--- src/rtl/trena_pkg.sv ---
// Shared definitions for the trena control unit: state encodings shown on the
// debug display, message length and the default measurement watchdog.
package trena_pkg;

    typedef enum logic [3:0] {
        INICIAL        = 4'd0,
        PREPARA        = 4'd1,
        MEDE           = 4'd2,
        AGUARDA_MEDIDA = 4'd3,
        TRANSMITE      = 4'd4,
        AGUARDA_TX     = 4'd5,
        PROXIMO        = 4'd6,
        FINAL          = 4'd7,
        ERRO           = 4'd15
    } estado_t;

    localparam int NUM_CARACTERES = 4;

    // 60 ms at 50 MHz
    localparam int TIMEOUT_PADRAO = 3_000_000;

endpackage

--- src/rtl/contador_m.sv ---
// Saturating modulo-M counter used as the measurement watchdog.
// It is cleared synchronously, advances while enabled and holds at M-1.
module contador_m #(
    parameter int M = 100,
    parameter int N = $clog2(M)
) (
    input  logic clock,
    input  logic reset,
    input  logic zera_s,
    input  logic conta,
    output logic fim
);

    localparam logic [N-1:0] ULTIMO    = N'(M - 1);
    localparam logic [N-1:0] PENULTIMO = N'(M - 2);

    logic [N-1:0] valor;

    always_ff @(posedge clock) begin
        if (reset || zera_s) begin
            valor <= '0;
        end else if (conta && (valor != ULTIMO)) begin
            valor <= valor + 1'b1;
        end
    end

    // fim flags the cycle in which the count steps onto M-1, so the caller
    // sees the terminal count without an extra cycle of latency.
    assign fim = (valor == ULTIMO) || (conta && (valor == PENULTIMO));

endmodule

--- src/rtl/exp4_trena_uc.sv ---
// Control unit for the ultrasonic tape measure: triggers one measurement,
// sends the result as ASCII characters over the serial link, and aborts on a missing echo.
module exp4_trena_uc
    import trena_pkg::*;
#(
    parameter int TIMEOUT_MEDIDA = TIMEOUT_PADRAO
) (
    input  logic       clock,
    input  logic       reset,
    input  logic       mensurar,
    input  logic       pronto_medida,
    input  logic       pronto_transmissao,
    input  logic       fim_serial,
    output logic       zera,
    output logic       medir,
    output logic       partida_serial,
    output logic       conta_ascii,
    output logic       pronto,
    output logic       erro,
    output logic [3:0] db_estado
);

    localparam int N_WATCHDOG = $clog2(TIMEOUT_MEDIDA);

    estado_t estado;
    estado_t proximo;
    logic    zera_watchdog;
    logic    conta_watchdog;
    logic    fim_watchdog;

    assign zera_watchdog  = (estado == PREPARA);
    assign conta_watchdog = (estado == AGUARDA_MEDIDA);

    contador_m #(
        .M (TIMEOUT_MEDIDA),
        .N (N_WATCHDOG)
    ) u_watchdog (
        .clock  (clock),
        .reset  (reset),
        .zera_s (zera_watchdog),
        .conta  (conta_watchdog),
        .fim    (fim_watchdog)
    );

    always_ff @(posedge clock) begin
        if (reset) begin
            estado <= INICIAL;
        end else begin
            estado <= proximo;
        end
    end

    // erro survives the return to INICIAL so the operator can still see it;
    // only accepting a new cycle clears it.
    always_ff @(posedge clock) begin
        if (reset) begin
            erro <= 1'b0;
        end else if (estado == ERRO) begin
            erro <= 1'b1;
        end else if (estado == PREPARA) begin
            erro <= 1'b0;
        end
    end

    always_comb begin
        proximo        = INICIAL;
        zera           = 1'b0;
        medir          = 1'b0;
        partida_serial = 1'b0;
        conta_ascii    = 1'b0;
        pronto         = 1'b0;
        case (estado)
            INICIAL:        proximo = mensurar ? PREPARA : INICIAL;
            PREPARA: begin
                zera    = 1'b1;
                proximo = MEDE;
            end
            MEDE: begin
                medir   = 1'b1;
                proximo = AGUARDA_MEDIDA;
            end
            // A measurement arriving on the terminal cycle still counts.
            AGUARDA_MEDIDA: begin
                if (pronto_medida) begin
                    proximo = TRANSMITE;
                end else if (fim_watchdog) begin
                    proximo = ERRO;
                end else begin
                    proximo = AGUARDA_MEDIDA;
                end
            end
            TRANSMITE: begin
                partida_serial = 1'b1;
                proximo        = AGUARDA_TX;
            end
            AGUARDA_TX: begin
                if (pronto_transmissao) begin
                    proximo = fim_serial ? FINAL : PROXIMO;
                end else begin
                    proximo = AGUARDA_TX;
                end
            end
            PROXIMO: begin
                conta_ascii = 1'b1;
                proximo     = TRANSMITE;
            end
            FINAL: begin
                pronto  = 1'b1;
                proximo = INICIAL;
            end
            ERRO:           proximo = INICIAL;
            default:        proximo = INICIAL;
        endcase
    end

    assign db_estado = estado;

endmodule

--- config.mk ---
export PLATFORM = sky130hd
export DESIGN_NAME = exp4_trena_uc
export DESIGN_NICKNAME = d
export VERILOG_FILES = /design/src/rtl/trena_pkg.sv /design/src/rtl/contador_m.sv /design/src/rtl/exp4_trena_uc.sv
export SDC_FILE = /design/constraint.sdc
export NUM_CORES = 1
export LEC_CHECK = 0
export ABC_CLOCK_PERIOD_IN_PS = 1750
export BUFFER_PORTS_ARGS = -buffer_cell sky130_fd_sc_hd__buf_2
export CAP_MARGIN = 20
export CORE_UTILIZATION = 52
export DETAILED_ROUTE_END_ITERATION = 7
export PLACE_DENSITY = 0.72
export SLEW_MARGIN = 20
export SYNTH_ARGS = -nofsm -noshare
export SYNTH_HDL_FRONTEND = slang
export SYNTH_SLANG_ARGS = --single-unit
--- constraint.sdc ---
create_clock -name clock -period 1.75 [get_ports clock]
set_input_delay 0.2625 -clock clock [delete_from_list [all_inputs] [get_ports clock]]
set_output_delay 0.2625 -clock clock [all_outputs]
set_load 0.005 [all_outputs]
# Yosys cells after proc, flatten, opt, wreduce, memory -nomap -nowiden
# Cells that the tools add are included.
word_totals:
  elab_cells: 34
  in_bits: 6
  ff_bits: 27
classes:
  mux: 13
  add_sub_neg: 1
  n_eq_ne: 11
  reduce_logical: 6
ops:
  columns: ["cell", "count"]
  rows:
  - ["equality test 22 bit, second input constant", 2]
  - ["one-hot mux 4 bit (7 select lines)", 1]
  - ["adder 22 x 1 -> 22 bit, second input constant", 1]
  - ["!= test 22 bit, second input constant", 1]
  - ["equality test 4 x 3 -> 1 bit, second input constant", 4]
  - ["two-way mux 1 bit", 9]
  - ["equality test 4 x 2 -> 1 bit, second input constant", 2]
  - ["two-way mux 4 bit", 2]
  - ["equality test 4 x 1 -> 1 bit, second input constant", 1]
  - ["equality test 4 bit, second input constant", 1]
  - ["logical NOT 4 bit", 1]
  - ["logical AND 1 bit", 2]
  - ["logical OR 1 bit", 2]
  - ["two-way mux 2 bit", 1]
  - ["nonzero test 2 bit", 1]

# Logic depth before layout (Yosys ltp)
# Gate-level depths: netlist of run 1.
logic_depth:
  word_depth: 6
  ltp_mapped: 7
  ltp_nobuf: 6

# Hierarchy
# From an unflattened synthesis of run 1, not the netlist that was laid out.
hier_totals:
  hier_cells: 170
  area_unflattened_um2: 1427.6
modules_own_cells:
  columns: ["mod", "area_each_um2", "instances", "cells_each"]
  rows:
  - ["contador_m", 1089.8, 1, 130]
  - ["exp4_trena_uc", 337.8, 1, 40]

# Worst setup path after synthesis of run 1
# Ideal clock, no wire load.
synth_path:
  path_kind: "reg2reg"
  from: "register estado[2], in the netlist db_estado[2]"
  to: "register u_watchdog.valor[13]"
  stages_incl_launch_ff: 7
  t_required_ps: 1684
  n_path_buf: 2
  arrival_ps: 1612
  setup_ps: 66
  setup_slack_ps: 72
  synth_period_minus_slack_ps: 1678
  path_cell_list: "dfxtp_1 buf_6 nand4bb_4 or3_1 buf_6 or3_1 a21oi_2"
synth_between:
  elab_chain_cells: 2
  elab_cells_between_ends: 4
  cone_classes: "eq/ne (2); reduce/logical (2)"
synth_rtl:
  columns: ["item", "line_no", "rtl"]
  rows:
  - ["start: declaration", "exp4_trena_uc.sv:25", "estado_t estado;"]
  - ["start signal: assignment", "exp4_trena_uc.sv:49", "estado <= proximo;"]
  - ["equality test 4 x 2 -> 1 bit / equality test 4 x 1 -> 1 bit (equally long branches)", "exp4_trena_uc.sv:32, exp4_trena_uc.sv:31", null]
  - ["logical AND 1 bit / logical OR 1 bit (equally long branches)", "contador_m.sv:22, contador_m.sv:20", null]
  - ["end signal: assignment", "contador_m.sv:23", "valor <= valor + 1'b1;"]
  - ["end: declaration", "contador_m.sv:17", "logic [N-1:0] valor;"]
# Parallel ways exist; a longest one is shown, timed or not.
# A chain may end at the register's enable or synchronous reset.

# Worst setup path in the final report of run 1
layout_path:
  from: "register u_watchdog.valor[6]"
  to: "register u_watchdog.valor[9]"
layout_between:
  elab_chain_cells: 2
  elab_cells_between_ends: 3
  cone_classes: "add/sub (1); eq/ne (1); reduce/logical (1)"
layout_rtl:
  columns: ["item"]
  rows:
  - ["branches (longest 2 deep; another with adder 22 x 1 -> 22 bit)"]
# Several ways; the timed one is not identified.

==> results of run 1 <==
-- cells by family (layout without fill, tap and decap cells) --
kind of cell               count (synthesis)  after routing
AOI/OAI and AO/OA                         32             32
adders and majority gates                  2              2
xor gates and xnor gates                  10             10
DFF                                       27             27
buffers and inverters                     15             43
and+or+nand+nor                          104            104
muxes                                      1              1
-- cells in the final DEF, fill, tap and decap left out, drive strengths merged, types with 5 or more instances in the layout --
master,netlist,layout
buf,7,33
dfxtp,27,27
nor2,22,22
nand2,21,21
a21oi,14,14
nor3,13,13
xnor2,9,9
o21ai,9,9
and3,7,7
nand4,7,7
inv,6,6
nand3,6,6
or3,6,6
nor4,5,5
-- flip-flops by register name (all words and copies together), names as in the netlist --
name              cells
erro                  1
db_estado             4
u_watchdog.valor     22
-- per-stage QoR --
step | util [%] | std cells | hold slack [ns] | setup TNS [ns]
6_report | 65.0 | 250 | 0.131 | 0
5_1_grt | 65.0 | 250 | 0.116 | -0.0268
4_1_cts | 63.3 | 249 | 0.116 | 0
3_5_place_dp | 62.1 | 245 | 0.472 | 0
3_3_place_gp | 62.1 | 245 | 0.451 | 0
2_1_floorplan | - | 191 | 0.332 | 0
-- final cells by class --
class	instances	area, um2	share of cell area, %
clock inverters	1	5.00	0.277
inverters	6	22.5	1.24
well taps	31	38.8	2.14
flip-flops and latches	27	543	30.0
repair buffers	33	210	11.6
multi-input cells	149	967	53.5
clock buffers	3	22.5	1.24
-- how the worst min path moves through the flow --
stage,startpoint,endpoint,slack (ns),cells past startpoint
finish,reset,erro,0.13,2
global placement,erro,erro,0.45,2
CTS,reset,erro,0.12,2
global route,reset,erro,0.12,2
floorplan,reset,erro,0.33,1
detailed placement,reset,erro,0.47,2
-- report_power, final --
part	internal [W]	leakage, nW	switching, W
Sequential	0.000624	0.219	0.00000892
Clock	0.0000855	0.0177	0.000183
Combinational	0.0000671	0.432	0.0000807
-- worst max-delay path: cells and delay by family (launching register included) --
kind | cells | cell delay [ns]
DFF | 1 | 0.44
and+or+nand+nor | 3 | 0.89
AOI/OAI and AO/OA | 1 | 0.13
buffers and inverters | 1 | 0.15
-- timing repair --
item / CTS / global route
setup buffers: 0 / 1
endpoints found under the setup margin: 1 / 17
resized for setup: 1 / 9
pin swaps: 0 / 1
-- metal layers --
| metal | wire length (um) | global-route usage (%) | part of all wire (%) |
|---|---|---|---|
| met5 | 0 | 0 | 0 |
| met4 | 36 | 7.32 | 0.95 |
| met3 | 98 | 3.23 | 2.6 |
| met2 | 1870 | 43.2 | 49 |
| met1 | 1790 | 34.2 | 47 |
==> flow_metrics.py, run 1 <==
metrics = {
    "run_status": {
        "run_status": "finished clean",
    },
    "cells_and_area": {
        "final_cell_area_mm2": 0.00181,
        "design.final.nets": 228,
        "drive_gt1_share_pct": 25.1,
        "area_growth_from_synthesis_to_layout_pct": 17.3,
        "diodes": 0,
        "filler_cell_count": 248,
    },
    "clock_tree": {
        "cts_hold_buffers": 0,
        "cts-buffers-inserted": 3,
        "htree_num_levels": 1,
        "tritoncts_clock_tree": "built",
        "clk_latency_ns": 0.32,
        "cts.reportedPaths.clkPinSlew_ns": 0.15,
        "cts-root-to-sink-buffers": 2,
        "root_buffer": "sky130_fd_sc_hd__clkbuf_4",
        "cts.sink_count": 27,
    },
    "critical_path": {
        "worst_setup_path_endpoint": "u_watchdog.valor[9]",
        "r2r_cells": 5,
        "crit_path_max_incr_delay_ns": 0.44,
        "worstReg2RegEnd": "u_watchdog.valor[9]",
        "worst-endpoint-arrival_ns": 1.92,
        "timing.critical_path.cells": "and3_1 > buf_4 > nand3_1 > or3_1 > a21oi_2",
        "ff2ff_setup_slack_ns": 0.11,
        "critical_path_class": "register to register",
        "timing.critical_path.to_type": "register",
        "critical_path_required_ns": 2.02,
        "worstSetupStartpointType": "register",
        "path_max_fanout": 6,
        "crit-reg2reg-launch": "u_watchdog.valor[6]",
        "crit_path_top_delay_cell": "sky130_fd_sc_hd__dfxtp_1",
        "setup.worst_path.start": "u_watchdog.valor[6]",
    },
    "floorplanning": {
        "die-area_mm2": 0.00319,
        "die_width_um": 56.5,
        "io_pins": 16,
        "placeableCoreArea_mm2": 0.00278,
        "fp-row-count": 19,
        "initial_core_utilization_pct": 55.5,
        "die_height_um": 56.5,
    },
    "sta": {
        "slew-limit-headroom_pct": 78.6,
        "final_max_slew_viol_count": 0,
        "worst_clock_skew_ns": 0.00932,
        "part_of_the_cycle_the_worst_path_needs_pct": 93.9,
        "finalSetupViolations": 0,
        "max_freq_mhz": 609,
        "timing.final.hold_violations": 0,
        "post-route-worst-setup-slack_ns": 0.107,
        "layout_min_cycle_time_ns": 1.64,
        "worst_pin_slew_ns": 0.319,
    },
    "synthesis": {
        "postSynthRegisterBits": 27,
        "synth_simple_gate_area_share_pct": 39.3,
        "synth_area_leaders": "sky130_fd_sc_hd__dfxtp_1 (35%), sky130_fd_sc_hd__nor2_1 (5.4%), sky130_fd_sc_hd__nand2_1 (5.1%), sky130_fd_sc_hd__xnor2_1 (5.1%), sky130_fd_sc_hd__a21oi_1 (3.9%)",
        "synthDistinctLibCells": 43,
        "syn-mean-instance-area_um2": 8.08,
        "synthesis.area_mm2": 0.00154,
        "synthAdderAreaFrac_pct": 1.62,
        "yosys.area.top_type": "sky130_fd_sc_hd__dfxtp_1",
        "main_combinational_cell_family_by_area_after_synthesis": "simple AND/OR/NAND/NOR gates",
        "synth-warning-count": 0,
        "number_of_enable_type_register_cells_in_the_synthesized_netlist": 0,
        "netlist.area_leader.share_pct": 35.0,
        "synth.mux.area_fraction_pct": 0.649,
        "synth_xor_area_share_pct": 5.68,
        "postSynthCellCount": 191,
        "cell_with_the_most_instances_after_synthesis": "sky130_fd_sc_hd__dfxtp_1",
        "synthFlopType": "sky130_fd_sc_hd__dfxtp_1",
        "synth_compound_gate_area_share_pct": 12.7,
        "synth_top_cells_by_count": "sky130_fd_sc_hd__dfxtp_1 (27), sky130_fd_sc_hd__nor2_1 (22), sky130_fd_sc_hd__nand2_1 (21)",
        "post_syn_nets": 199,
        "synth.yosys.seq_area_share_pct": 35.0,
        "async_reset_ff_share_pct": 0,
    },
    "power": {
        "cell_leakage_power_nw": 0.669,
        "worst_vdd_rail_ir_drop_mv": 0.571,
        "cellPowerDensity_mw_per_mm2": 580,
        "power.total_w": 0.00105,
    },
    "placement": {
        "portBuffers": 15,
        "dp_hpwl_mm": 2.87,
        "placement.cell_area_mm2": 0.00173,
        "post-place-ws_ns": 0.0295,
        "gp_congestion": 0.863,
    },
    "global_routing": {
        "grt_start_max_net_pins": 16,
        "grt_antenna_before_repair": 0,
        "grt_util_all_layers_pct": 25.6,
        "wire_length_of_the_first_global_routing_pass_mm": 6.64,
        "globalRoute.totalOverflow": 0,
        "number_of_global_route_vias_before_repair": 1476,
    },
    "drt": {
        "dr.first_iter.drc_count": 77,
        "via_per_inst": 5.97,
        "routed-via-count": 1492,
        "final_antenna_net_count": 0,
        "drt-wirelength-per-cell_um": 15.2,
        "drc": 0,
        "wl_mm": 3.80,
        "drt_pre_antenna_iters": 4,
    },
    "hold_path": {
        "timing.hold.worst.class": "input pin to register",
    },
    "flow_run": {
        "max-cap-violations": 0,
    },
}
Power figures use the tool's default switching activity.
==> run 2, diff against run 1 <==
--- a/config.mk
+++ b/config.mk
@@ -5,7 +5,7 @@
 export SDC_FILE = /design/constraint.sdc
 export NUM_CORES = 1
 export LEC_CHECK = 0
-export ABC_CLOCK_PERIOD_IN_PS = 1750
+export ABC_CLOCK_PERIOD_IN_PS = 1400
 export BUFFER_PORTS_ARGS = -buffer_cell sky130_fd_sc_hd__buf_2
 export CAP_MARGIN = 20
 export CORE_UTILIZATION = 52
==> constraint.sdc (replaced) <==
create_clock -name clock -period 1.4 [get_ports clock]
set_input_delay 0.21 -clock clock [delete_from_list [all_inputs] [get_ports clock]]
set_output_delay 0.21 -clock clock [all_outputs]
set_load 0.005 [all_outputs]
==> run 2 against run 1 <==
  * Combinational power increased by 100%
  * Non-clock buffer count grew 35
  * Critical path type is now register to output pin
  * Utilization grew 20 points
  * Cell count increased by 14%
  * The flow now finishes with violations (setup timing)
  * Worst setup slack worse by 0.40 ns
  * Critical endpoint is now zera
==> flow_metrics.py, run 2 (synthesis gave the netlist of run 1 again) <==
metrics = {
    "run_status": {
        "run_status": "finished with violations",
        "failed_checks": "setup timing",
    },
    "sta": {
        "worst_clock_skew_ns": 0.00831,
        "timing.final.hold_violations": 0,
        "part_of_the_cycle_the_worst_path_needs_pct": 121,
        "rsz0062_at_grt": "true",
        "post-route-worst-setup-slack_ns": -0.298,
        "slew-limit-headroom_pct": 79.0,
        "final_max_slew_viol_count": 0,
        "worst_pin_slew_ns": 0.314,
        "layout_min_cycle_time_ns": 1.70,
        "finalSetupViolations": 30,
        "fin_tns_setup_ns": -4.13,
        "max_freq_mhz": 589,
    },
    "drt": {
        "final_antenna_net_count": 0,
        "top_layer": "met4",
        "drt-wirelength-per-cell_um": 20.1,
        "drt_pre_antenna_iters": 6,
        "route.layer.met1.wl_mm": 2.18,
        "wl_mm": 5.73,
        "met2_wirelength_mm": 2.85,
        "via_per_inst": 6.49,
        "dr.first_iter.drc_count": 117,
        "drc": 0,
        "met3WireLength_um": 403,
        "routed-via-count": 1849,
    },
    "floorplanning": {
        "fp-row-count": 19,
        "io_pins": 16,
        "die_width_um": 56.5,
        "die-area_mm2": 0.00319,
        "placeableCoreArea_mm2": 0.00278,
        "die_height_um": 56.5,
        "initial_core_utilization_pct": 55.5,
    },
    "critical_path": {
        "worst-endpoint-arrival_ns": 1.49,
        "r2r_cells": 6,
        "critical_path_class": "register to output pin",
        "timing.critical_path.to_type": "output pin",
        "worstSetupStartpointType": "register",
        "critical_path_required_ns": 1.19,
        "path_max_fanout": 12,
    },
    "global_routing": {
        "grt_util_all_layers_pct": 32.2,
        "grt_start_max_net_pins": 20,
        "wire_length_of_the_first_global_routing_pass_mm": 8.02,
        "globalRoute.totalOverflow": 0,
        "number_of_global_route_vias_before_repair": 1704,
        "grt_antenna_before_repair": 0,
    },
    "cells_and_area": {
        "largest_register_ffs": 22,
        "final_cell_area_mm2": 0.00237,
        "drive_gt1_share_pct": 55.1,
        "stdcell_count": 285,
        "finalCoreUtilization_pct": 85.2,
        "final_cell_mix": "sky130_fd_sc_hd__buf_4 (43), sky130_fd_sc_hd__nor2_1 (19), sky130_fd_sc_hd__nand2_1 (18)",
        "filler_cell_count": 144,
        "regMostFlops": "u_watchdog.valor",
        "design.final.nets": 263,
        "final_common_cell": "sky130_fd_sc_hd__buf_4",
        "area_growth_from_synthesis_to_layout_pct": 53.7,
        "diodes": 0,
    },
    "placement": {
        "gp_congestion": 0.913,
        "placement.cell_area_mm2": 0.00198,
        "portBuffers": 15,
        "placed_cells": 272,
        "dp_hpwl_mm": 3.15,
    },
    "clock_tree": {
        "cts.sink_count": 27,
        "cts-root-to-sink-buffers": 2,
        "cts.reportedPaths.clkPinSlew_ns": 0.15,
        "htree_num_levels": 1,
        "cts-buffers-inserted": 3,
        "clk_latency_ns": 0.33,
        "tritoncts_clock_tree": "built",
        "cts_hold_buffers": 0,
        "root_buffer": "sky130_fd_sc_hd__clkbuf_4",
    },
    "hold_path": {
        "whs_path_depth": 2,
        "timing.hold.worst.class": "input pin to register",
    },
    "power": {
        "cell_leakage_power_nw": 0.956,
        "power.total_w": 0.00144,
        "worst_vdd_rail_ir_drop_mv": 0.608,
        "cellPowerDensity_mw_per_mm2": 608,
    },
    "flow_run": {
        "max-cap-violations": 0,
    },
}
## run 2: changes by cell type in the layout (fill, tap and decap cells not counted), moves of 5 or more
cell / previous run / this run
sky130_fd_sc_hd__buf_4: 18 / 43
sky130_fd_sc_hd__dfxtp_1: 25 / 10
sky130_fd_sc_hd__dfxtp_2: 2 / 13
sky130_fd_sc_hd__buf_6: 0 / 8
sky130_fd_sc_hd__nor3_1: 9 / 2
sky130_fd_sc_hd__a21oi_1: 12 / 7
sky130_fd_sc_hd__a21oi_2: 2 / 7
sky130_fd_sc_hd__o21ai_0: 9 / 4
## run 2: critical path: stages, from the launching register on
cell and delay [ns]:
sky130_fd_sc_hd__dfxtp_2 0.37, sky130_fd_sc_hd__buf_6 0.16, sky130_fd_sc_hd__nor4b_4 0.36, sky130_fd_sc_hd__buf_4 0.19, sky130_fd_sc_hd__buf_6 0.09
## run 2: per-layer routing
layer	vias up	GRT usage (%)
met2	106	57.0
li1	813	-
met4	0	9.41
met5	-	0
met3	36	4.84
met1	894	40.0
## run 2: final timing paths
kind	to	slack, ns	from
max	zera	-0.30	db_estado[1]
min	erro	0.07	reset
max reg2reg	u_watchdog.valor[17]	-0.27	u_watchdog.valor[18]
min reg2reg	erro	0.51	erro
## run 2: power breakdown
group / internal, W / total (W) / switching [W]
sequential: 0.000777 / 0.000793 / 0.0000154
clock: 0.000112 / 0.000348 / 0.000236
combinational: 0.000149 / 0.000300 / 0.000151
total: 0.00104 / 0.00144 / 0.000403
## run 2: repair_timing
item / 4_1_cts / 5_1_grt
endpoints found under the setup margin: 29 / 30
pin swaps: 17 / 15
buffers inserted: 6 / 3
gates resized for setup: 48 / 40
## run 2: layout make-up
cell class	instances	area [um2]	area share (%)
sequential	27	572	24.1
clock buffer	4	26.3	1.11
multi-input combinational	149	1160	49.1
timing repair buffer	68	548	23.1
inverter	6	22.5	0.950
tap	31	38.8	1.64
## run 2: per-stage QoR
step,hold slack [ns],setup slack [ns]
floorplan,0.279,-0.213
global placement,0.419,-0.170
detailed placement,0.418,-0.229
CTS,0.0576,-0.152
global route,0.0542,-0.321
finish,0.0722,-0.298
